$ cat src/rtl/hyperbus_ctrl.sv
// HyperBus master controller: CA phase, initial latency, burst read/write, timeout and reset sequencing.
// Optional macro HYPERBUS_FIXED_LATENCY_EN forces 2x initial latency and ignores RWDS during CMD.
module hyperbus_ctrl #(
   parameter int WIDTH         = 8,
   parameter int TACC_COUNT    = 7,
   parameter int RESET_COUNT   = 4,
   parameter int MAX_BURST     = 16,
   parameter int TIMEOUT_COUNT = 32,
   parameter int CSN_IDLE      = 2
) (
   input  logic                           clk,
   input  logic                           rst,
   input  logic                           req_i,
   input  logic                           we_i,
   input  logic                           reg_space_i,
   input  logic [31:0]                    adr_i,
   input  logic [$clog2(MAX_BURST+1)-1:0] len_i,
   output logic                           ack_o,
   input  logic [2*WIDTH-1:0]             wdat_i,
   input  logic [1:0]                     wmask_i,
   output logic                           wready_o,
   output logic [2*WIDTH-1:0]             rdat_o,
   output logic                           rvalid_o,
   output logic                           busy_o,
   output logic                           error_o,
   input  logic                           err_clr_i,
   output logic                           phy_rstn,
   output logic                           phy_csn,
   output logic                           phy_ck_en,
   output logic [2*WIDTH-1:0]             phy_dq_o,
   output logic                           phy_dq_oe,
   input  logic [2*WIDTH-1:0]             phy_dq_i,
   output logic [1:0]                     phy_rwds_o,
   output logic                           phy_rwds_oe,
   input  logic [1:0]                     phy_rwds_i
);
   localparam int DW = 2*WIDTH;
   localparam int LW = $clog2(MAX_BURST+1);
   localparam logic [15:0] RST_LAST  = 16'(RESET_COUNT-1);
   localparam logic [15:0] HOLD_LAST = 16'(CSN_IDLE-1);
   localparam logic [15:0] TMO_LAST  = 16'(TIMEOUT_COUNT-1);

   // Handshakes: a request is taken in the single cycle ack_o=1 (IDLE only) and its fields are
   // sampled then; a write beat is consumed every cycle wready_o=1 (no backpressure); a read beat
   // is presented for one cycle with rvalid_o=1 and must be taken by the user.
   typedef enum logic [7:0] {
      ST_RESET   = 8'h01,
      ST_IDLE    = 8'h02,
      ST_CMD     = 8'h04,
      ST_LATENCY = 8'h08,
      ST_WRITE   = 8'h10,
      ST_READ    = 8'h20,
      ST_CSHOLD  = 8'h40,
      ST_ERROR   = 8'h80
   } state_t;

   state_t        state_q, state_d;
   logic [15:0]   cnt_q, cnt_d, tmo_q, tmo_d;
   logic [15:0]   len_last_q, lat_last;
   logic [47:0]   ca_q;
   logic          we_q, reg_q, lat2x_q, rvalid_q;
   logic [DW-1:0] rdat_q;
   logic [LW-1:0] len_eff;
   logic [15:0]   ca_word;
   logic          beat;

   assign beat     = |phy_rwds_i;
   assign lat_last = lat2x_q ? 16'(2*TACC_COUNT-1) : 16'(TACC_COUNT-1);
   assign rdat_o   = rdat_q;
   assign rvalid_o = rvalid_q;

   always_comb begin
      if (len_i == '0)                  len_eff = LW'(1);
      else if (len_i > LW'(MAX_BURST))  len_eff = LW'(MAX_BURST);
      else                              len_eff = len_i;
   end

   always_comb begin
      case (cnt_q)
         16'd0:   ca_word = ca_q[47:32];
         16'd1:   ca_word = ca_q[31:16];
         default: ca_word = ca_q[15:0];
      endcase
   end

   always_ff @(posedge clk) begin
      if (rst) begin
         state_q  <= ST_RESET;
         cnt_q    <= '0;
         tmo_q    <= '0;
         rvalid_q <= 1'b0;
         rdat_q   <= '0;
      end else begin
         state_q  <= state_d;
         cnt_q    <= cnt_d;
         tmo_q    <= tmo_d;
         rvalid_q <= (state_q == ST_READ) && beat;
         if ((state_q == ST_READ) && beat) rdat_q <= phy_dq_i;
      end
   end

   always_ff @(posedge clk) begin
      if (state_q == ST_IDLE && req_i) begin
         we_q       <= we_i;
         reg_q      <= reg_space_i;
         len_last_q <= 16'(len_eff) - 16'd1;
         ca_q       <= {~we_i, reg_space_i, 1'b1, adr_i[31:3], 13'd0, adr_i[2:0]};
      end
      if (state_q == ST_CMD && cnt_q == 16'd0) begin
`ifdef HYPERBUS_FIXED_LATENCY_EN
         lat2x_q <= 1'b1;
`else
         lat2x_q <= beat;
`endif
      end
   end

   always_comb begin
      state_d     = state_q;
      cnt_d       = cnt_q;
      tmo_d       = '0;
      ack_o       = 1'b0;
      wready_o    = 1'b0;
      busy_o      = 1'b1;
      error_o     = 1'b0;
      phy_rstn    = 1'b1;
      phy_csn     = 1'b1;
      phy_ck_en   = 1'b0;
      phy_dq_o    = '0;
      phy_dq_oe   = 1'b0;
      phy_rwds_o  = 2'b00;
      phy_rwds_oe = 1'b0;
      case (state_q)
         ST_RESET: begin
            phy_rstn = 1'b0;
            cnt_d    = cnt_q + 16'd1;
            if (cnt_q == RST_LAST) begin
               state_d = ST_IDLE;
               cnt_d   = '0;
            end
         end
         ST_IDLE: begin
            busy_o = 1'b0;
            cnt_d  = '0;
            if (req_i) begin
               ack_o   = 1'b1;
               state_d = ST_CMD;
            end
         end
         ST_CMD: begin
            phy_csn   = 1'b0;
            phy_ck_en = 1'b1;
            phy_dq_oe = 1'b1;
            phy_dq_o  = DW'(ca_word);
            cnt_d     = cnt_q + 16'd1;
            if (cnt_q == 16'd2) begin
               // register writes carry no initial latency
               state_d = (we_q && reg_q) ? ST_WRITE : ST_LATENCY;
               cnt_d   = '0;
            end
         end
         ST_LATENCY: begin
            phy_csn   = 1'b0;
            phy_ck_en = 1'b1;
            cnt_d     = cnt_q + 16'd1;
            if (cnt_q == lat_last) begin
               state_d = we_q ? ST_WRITE : ST_READ;
               cnt_d   = '0;
            end
         end
         ST_WRITE: begin
            phy_csn     = 1'b0;
            phy_ck_en   = 1'b1;
            wready_o    = 1'b1;
            phy_dq_o    = wdat_i;
            phy_dq_oe   = 1'b1;
            phy_rwds_o  = wmask_i;
            phy_rwds_oe = 1'b1;
            cnt_d       = cnt_q + 16'd1;
            if (cnt_q == len_last_q) begin
               state_d = ST_CSHOLD;
               cnt_d   = '0;
            end
         end
         ST_READ: begin
            phy_csn   = 1'b0;
            phy_ck_en = 1'b1;
            if (beat) begin
               cnt_d = cnt_q + 16'd1;
               if (cnt_q == len_last_q) begin
                  state_d = ST_CSHOLD;
                  cnt_d   = '0;
               end
            end else if (tmo_q == TMO_LAST) begin
               state_d = ST_ERROR;
               cnt_d   = '0;
            end else begin
               tmo_d = tmo_q + 16'd1;
            end
         end
         ST_CSHOLD: begin
            cnt_d = cnt_q + 16'd1;
            if (cnt_q == HOLD_LAST) begin
               state_d = ST_IDLE;
               cnt_d   = '0;
            end
         end
         ST_ERROR: begin
            error_o = 1'b1;
            cnt_d   = '0;
            if (err_clr_i) state_d = ST_IDLE;
         end
         default: begin
            state_d = ST_RESET;
            cnt_d   = '0;
         end
      endcase
   end
endmodule

$ cat config.mk
export PLATFORM = sky130hd
export DESIGN_NAME = hyperbus_ctrl
export DESIGN_NICKNAME = d
export VERILOG_FILES = /design/src/rtl/hyperbus_ctrl.sv
export SDC_FILE = /design/constraint.sdc
export NUM_CORES = 1
export LEC_CHECK = 0
export CORE_MARGIN = 8
export CORE_UTILIZATION = 43
export DETAILED_ROUTE_END_ITERATION = 10
export HOLD_SLACK_MARGIN = 0.03
export PLACE_DENSITY = 0.72
export SKIP_CTS_REPAIR_TIMING = 1
export SLEW_MARGIN = 20
export SYNTH_ARGS = -nofsm -noshare
export SYNTH_HDL_FRONTEND = slang
export SYNTH_SLANG_ARGS = --single-unit
$ cat constraint.sdc
create_clock -name clk -period 4.6 [get_ports clk]
set_input_delay 1.15 -clock clk [delete_from_list [all_inputs] [get_ports clk]]
set_output_delay 1.15 -clock clk [all_outputs]
set_load 0.1 [all_outputs]
Word-level counts from Yosys, hierarchy flattened
Index checks and enable logic that the tools add are counted.
{"block": "word_totals", "ff_bits": 110, "out_inout_bits": 44, "word_cells": 83}
{"block": "op_classes", "add_sub_neg": 3, "n_lt_le_gt_ge": 1, "eq_ne": 21, "muxes": 35, "n_bitwise": 2, "n_reduce_logical": 11}
{"operator": "$mux W16", "count": 7}
{"operator": "$pmux W16 S6", "count": 1}
{"operator": "$mux W8", "count": 9}
{"operator": "$pmux W16 S2", "count": 2}
{"operator": "$pmux W8 S8", "count": 1}
{"operator": "$add A16 B1 Y16 const B", "count": 2}
{"operator": "$eq A16 B2 Y1 const B", "count": 2}
{"operator": "$eq A16 B1 Y1 const B", "count": 1}
{"operator": "$eq A16 B16 Y1", "count": 1}
{"operator": "$eq A16 B4 Y1", "count": 1}
{"operator": "$eq A16 B5 Y1 const B", "count": 1}
{"operator": "$logic_not A16 Y1", "count": 1}
{"operator": "$mux W5", "count": 3}
{"operator": "$ne A2 B2 Y1 const B", "count": 5}
{"operator": "$mux W1", "count": 9}
{"operator": "$eq A8 B1 Y1 const B", "count": 1}
{"operator": "$eq A8 B2 Y1 const B", "count": 1}
{"operator": "$eq A8 B3 Y1 const B", "count": 1}
{"operator": "$eq A8 B4 Y1 const B", "count": 1}
{"operator": "$eq A8 B5 Y1 const B", "count": 1}
{"operator": "$eq A8 B6 Y1 const B", "count": 1}
{"operator": "$eq A8 B7 Y1 const B", "count": 1}
{"operator": "$eq A8 B8 Y1 const B", "count": 1}
{"operator": "$reduce_and A7 Y1", "count": 1}
{"operator": "other kinds (13)", "count": 18}

Depth between registers and ports, before layout
{"block": "logic_depth", "word_depth": 4, "mapped_depth": 9}

Worst setup path after synthesis
OpenSTA, ideal clock, no wires.
{"block": "synth_path", "path_kind": "reg2out", "start": "register state_q[3]", "end": "output ack_o", "t_arrival_ps": 5031, "required_time_ps": 3450, "setup_slack_ps": -1581, "stages_incl_launch_ff": 4, "path_cell_list": "dfxtp_1 nor4_1 nand2_1 nor2_1"}
{"block": "synth_between", "elab_chain_len": 2}
{"element": "start: declaration", "line": "57", "text": "state_t state_q, state_d;"}
{"element": "start signal: assignment", "line": "94", "text": "state_q <= state_d;"}
{"element": "$eq A8 B2 Y1", "line": "133", "text": "case (state_q)"}
{"element": "$mux W1", "line": "133"}
{"element": "end: declaration", "line": "18", "text": "output logic ack_o,"}
No other way between the ends.

Final worst setup path
{"block": "layout_path", "start": "register cnt_q[8]", "end": "output phy_dq_o[7]"}
{"block": "layout_between", "elab_chain_len": 3, "word_cells_on_any_way": 4}
{"element": "start: declaration", "line": "58", "text": "logic [15:0] cnt_q, cnt_d, tmo_q, tmo_d;"}
{"element": "start signal: assignment", "line": "95", "text": "cnt_q <= cnt_d;"}
{"element": "$eq A16 B1 Y1 or $logic_not A16 Y1 (tied branches)", "line": "79", "text": "case (cnt_q)"}
{"element": "$pmux W16 S2 (*)", "line": "79"}
{"element": "$pmux W16 S2 (*)", "line": "133"}
{"element": "end: declaration", "line": "30", "text": "output logic [2*WIDTH-1:0] phy_dq_o,"}
Mark *: on every way between the ends. The rest lies on a longest branch, timed or not.

==> flow_summary.toml <==
[outcome]
status = "finished, final reports clean"

[final_layout]
multiInputGateArea_um2 = 1990
layout-drive-gt1-share_pct = 13.8
fin_area_um2 = 6170
nets = 632
n_fill_cell = 854
final_cells = 688
syn_to_final_growth_pct = 36.0
register_area_um2 = 2400
n_antenna_cell = 0

[global_route]
antenna_found_initial = 0
grt_use_met2_pct = 26.7
grt_overflow_total = 0
grt_use_met1_pct = 16.7
grt.busiest_layer = "met2"
met3_usage_pct = 10.4
grt_pass1_wl_um = 18600
grt_max_degree = 42
grt_usage_pct = 16.4
grt_pass1_vias = 3789

[placement]
post-place-cells = 672
dpl_cell_area_um2 = 5920
port_buffers = 122
gp_congestion = 0.799
dpl.hpwl_um = 8630

[floorplanning]
die_area_um2 = 14100
core_area_um2 = 10300
rows = 37
num_io_pins = 123
fp.dieH_um = 119
fp.dieW_um = 119
initial_core_util_pct = 44.1

[synth]
avgSynthCellArea_um2 = 10.6
synth_ff_type = "dfxtp_1"
async_flop_share_pct = 0
synth_area_um2 = 4540
yosysSeqAreaShare_pct = 53.0
synth-seq-cells = 99
ys_warn_count = 0
synth_edf_count = 42
synth_cells = 428
synth.distinct_cells = 63
synth_nets = 513

[power]
p_total_uw = 1990
vdd_ir_drop_max_uv = 253
p_int_uw = 1460
switching_share_pct = 26.7
power_density_nw_per_um2 = 322
power_leakage_uw = 0.00242
seqPwrFrac_pct = 48.0
clockPowerShare_pct = 34.3
power_switching_uw = 530
pwr-share-comb_pct = 17.7

[job]
max_cap_violations = 0

[detailed_routing]
drt_wl_total_um = 11400
routedWlPerCell_um = 16.6
drc = 0
vias_per_cell = 5.29
ant_nets = 0
drt_iter0_drc = 236
firstDrtPassIters = 5
vias = 3640

[sta]
setup_viol = 0
slew_viol_final = 0
holdWs_ns = 0.469
slew_headroom_pct = 32.0
fmax_mhz = 237
post-route-min-period_ns = 4.21
final-hold-violation-count = 0
tightest_slew_ns = 1.02
final.period_utilization_pct = 91.6
fin_worst_skew_ns = 0.0111
rsz0062_at_grt = "no"

[clock_tree]
clock_sinks = 99
cts_tree = "built"
clkTransAtPathRegs_ns = 0.10
insertion_delay_ns = 0.38
cts_max_path_buffers = 2
cts_buffers = 9
clockRootBuffer = "clkbuf_8"
htreeDepth = 3

[worst_setup_path]
r2r_slack_ns = 1.69
path_class = "reg -> out"
startpoint_type = "flip-flop"
critPathMaxFanout = 14
worstPathRequired_ns = 3.45
end_kind = "output pin"
cp_data_arrival_time_ns = 3.06

[min_path]
min_path_type = "reg -> reg"
-- Yosys cell counts, drive strengths merged (4+ instances only) --
library cell,n,area [um2]
nor2,58,243
dfxtp,57,1140
edfxtp,42,1260
nand2,29,111
xor2,27,236
inv,23,86.3
mux2i,16,160
nand3,14,70.1
nand4,14,103
o21ai,13,65.1
a222oi,12,120
clkbuf,12,45.0
nor3,9,45.0
nor4,9,92.6
and3,8,50.1
xnor2,7,61.3
a21oi,6,33.8
buf,6,37.5
ha,6,75.1
or4,5,41.3
a22o,4,43.8
and2,4,25.0
nand2b,4,25.0
or2,4,25.0
-- placed cells by master, fill, tap and decap left out, drive strengths merged, types with 12 or more instances in the layout --
| cell | count |
|---|---|
| a222oi | 12 |
| nand3 | 14 |
| mux2i | 16 |
| inv | 24 |
| nor2 | 58 |
| o21ai | 13 |
| nand4 | 14 |
| clkdlybuf4s50 | 95 |
| clkbuf | 12 |
| nand2 | 29 |
| dfxtp | 57 |
| xor2 | 27 |
| edfxtp | 42 |
| buf | 31 |
-- metrics by stage --
stage          setup slack, ns  utilization [%]  setup TNS (ns)
6_report                 0.389             60.0               0
5_1_grt                  0.132             60.0               0
4_1_cts                  0.331             60.0               0
3_5_place_dp             0.766             57.6               0
3_3_place_gp             0.831             57.6               0
2_1_floorplan           -0.460                -          -0.460
-- power by group through the flow --
stage | Sequential, uW | Combinational, uW | Clock [uW]
final | 956 | 351 | 682
after global routing | 959 | 387 | 737
after CTS | 956 | 352 | 705
after detailed placement | 976 | 349 | 0
after global placement | 974 | 347 | 0
after floorplan | 967 | 236 | 0
-- path summary, 6_finish.rpt --
check                           startpoint           to  cells after the start
worst max-delay path              cnt_q[8]  phy_dq_o[7]                      6
worst min-delay path              tmo_q[0]     tmo_q[0]                      1
worst max register to register   cnt_q[12]     cnt_q[3]                      6
worst min register to register    tmo_q[0]     tmo_q[0]                      1
-- cell families (layout without fill, tap and decap cells) --
group	count (synthesis)	count (layout)	share of synthesized area, %
compound gates	56	56	10.0
simple gates	175	175	21.5
xor+xnor	34	34	6.57
buf+inv	41	165	3.72
fa+ha+maj	6	6	1.66
flops	99	99	53.0
mux	16	16	3.53
other cells	1	1	0.0827
-- critical path, stage by stage (launching register included) --
cell and delay (ns):
dfxtp_1 0.37, or4_1 0.62, nor4_4 0.52, and3_1 0.63, a222oi_1 0.15, inv_1 0.10
buf_4 0.29
-- state kept, by name, indices dropped and copies added (netlist names) --
name        flops
state_q         8
ca_q           34
tmo_q          16
len_last_q      6
lat2x_q         1
cnt_q          16
we_q            1
rvalid_o        1
rdat_o         16
-- area by class of cell --
type,count,area share (%)
Clock buffer,12,2.88
Clock inverter,4,1.24
Inverter,23,1.40
Multi-Input combinational cell,288,32.2
Sequential cell,99,38.9
Tap cell,136,2.76
Timing Repair Buffer,126,20.6
-- layer usage --
| metal | part of all wire (%) | vias to the layer above |
|---|---|---|
| li1 | - | 1782 |
| met1 | 39 | 1709 |
| met2 | 47 | 129 |
| met3 | 12 | 20 |
| met4 | 2.1 | 0 |
| met5 | 0 | - |
Power figures use the tool's default switching activity.
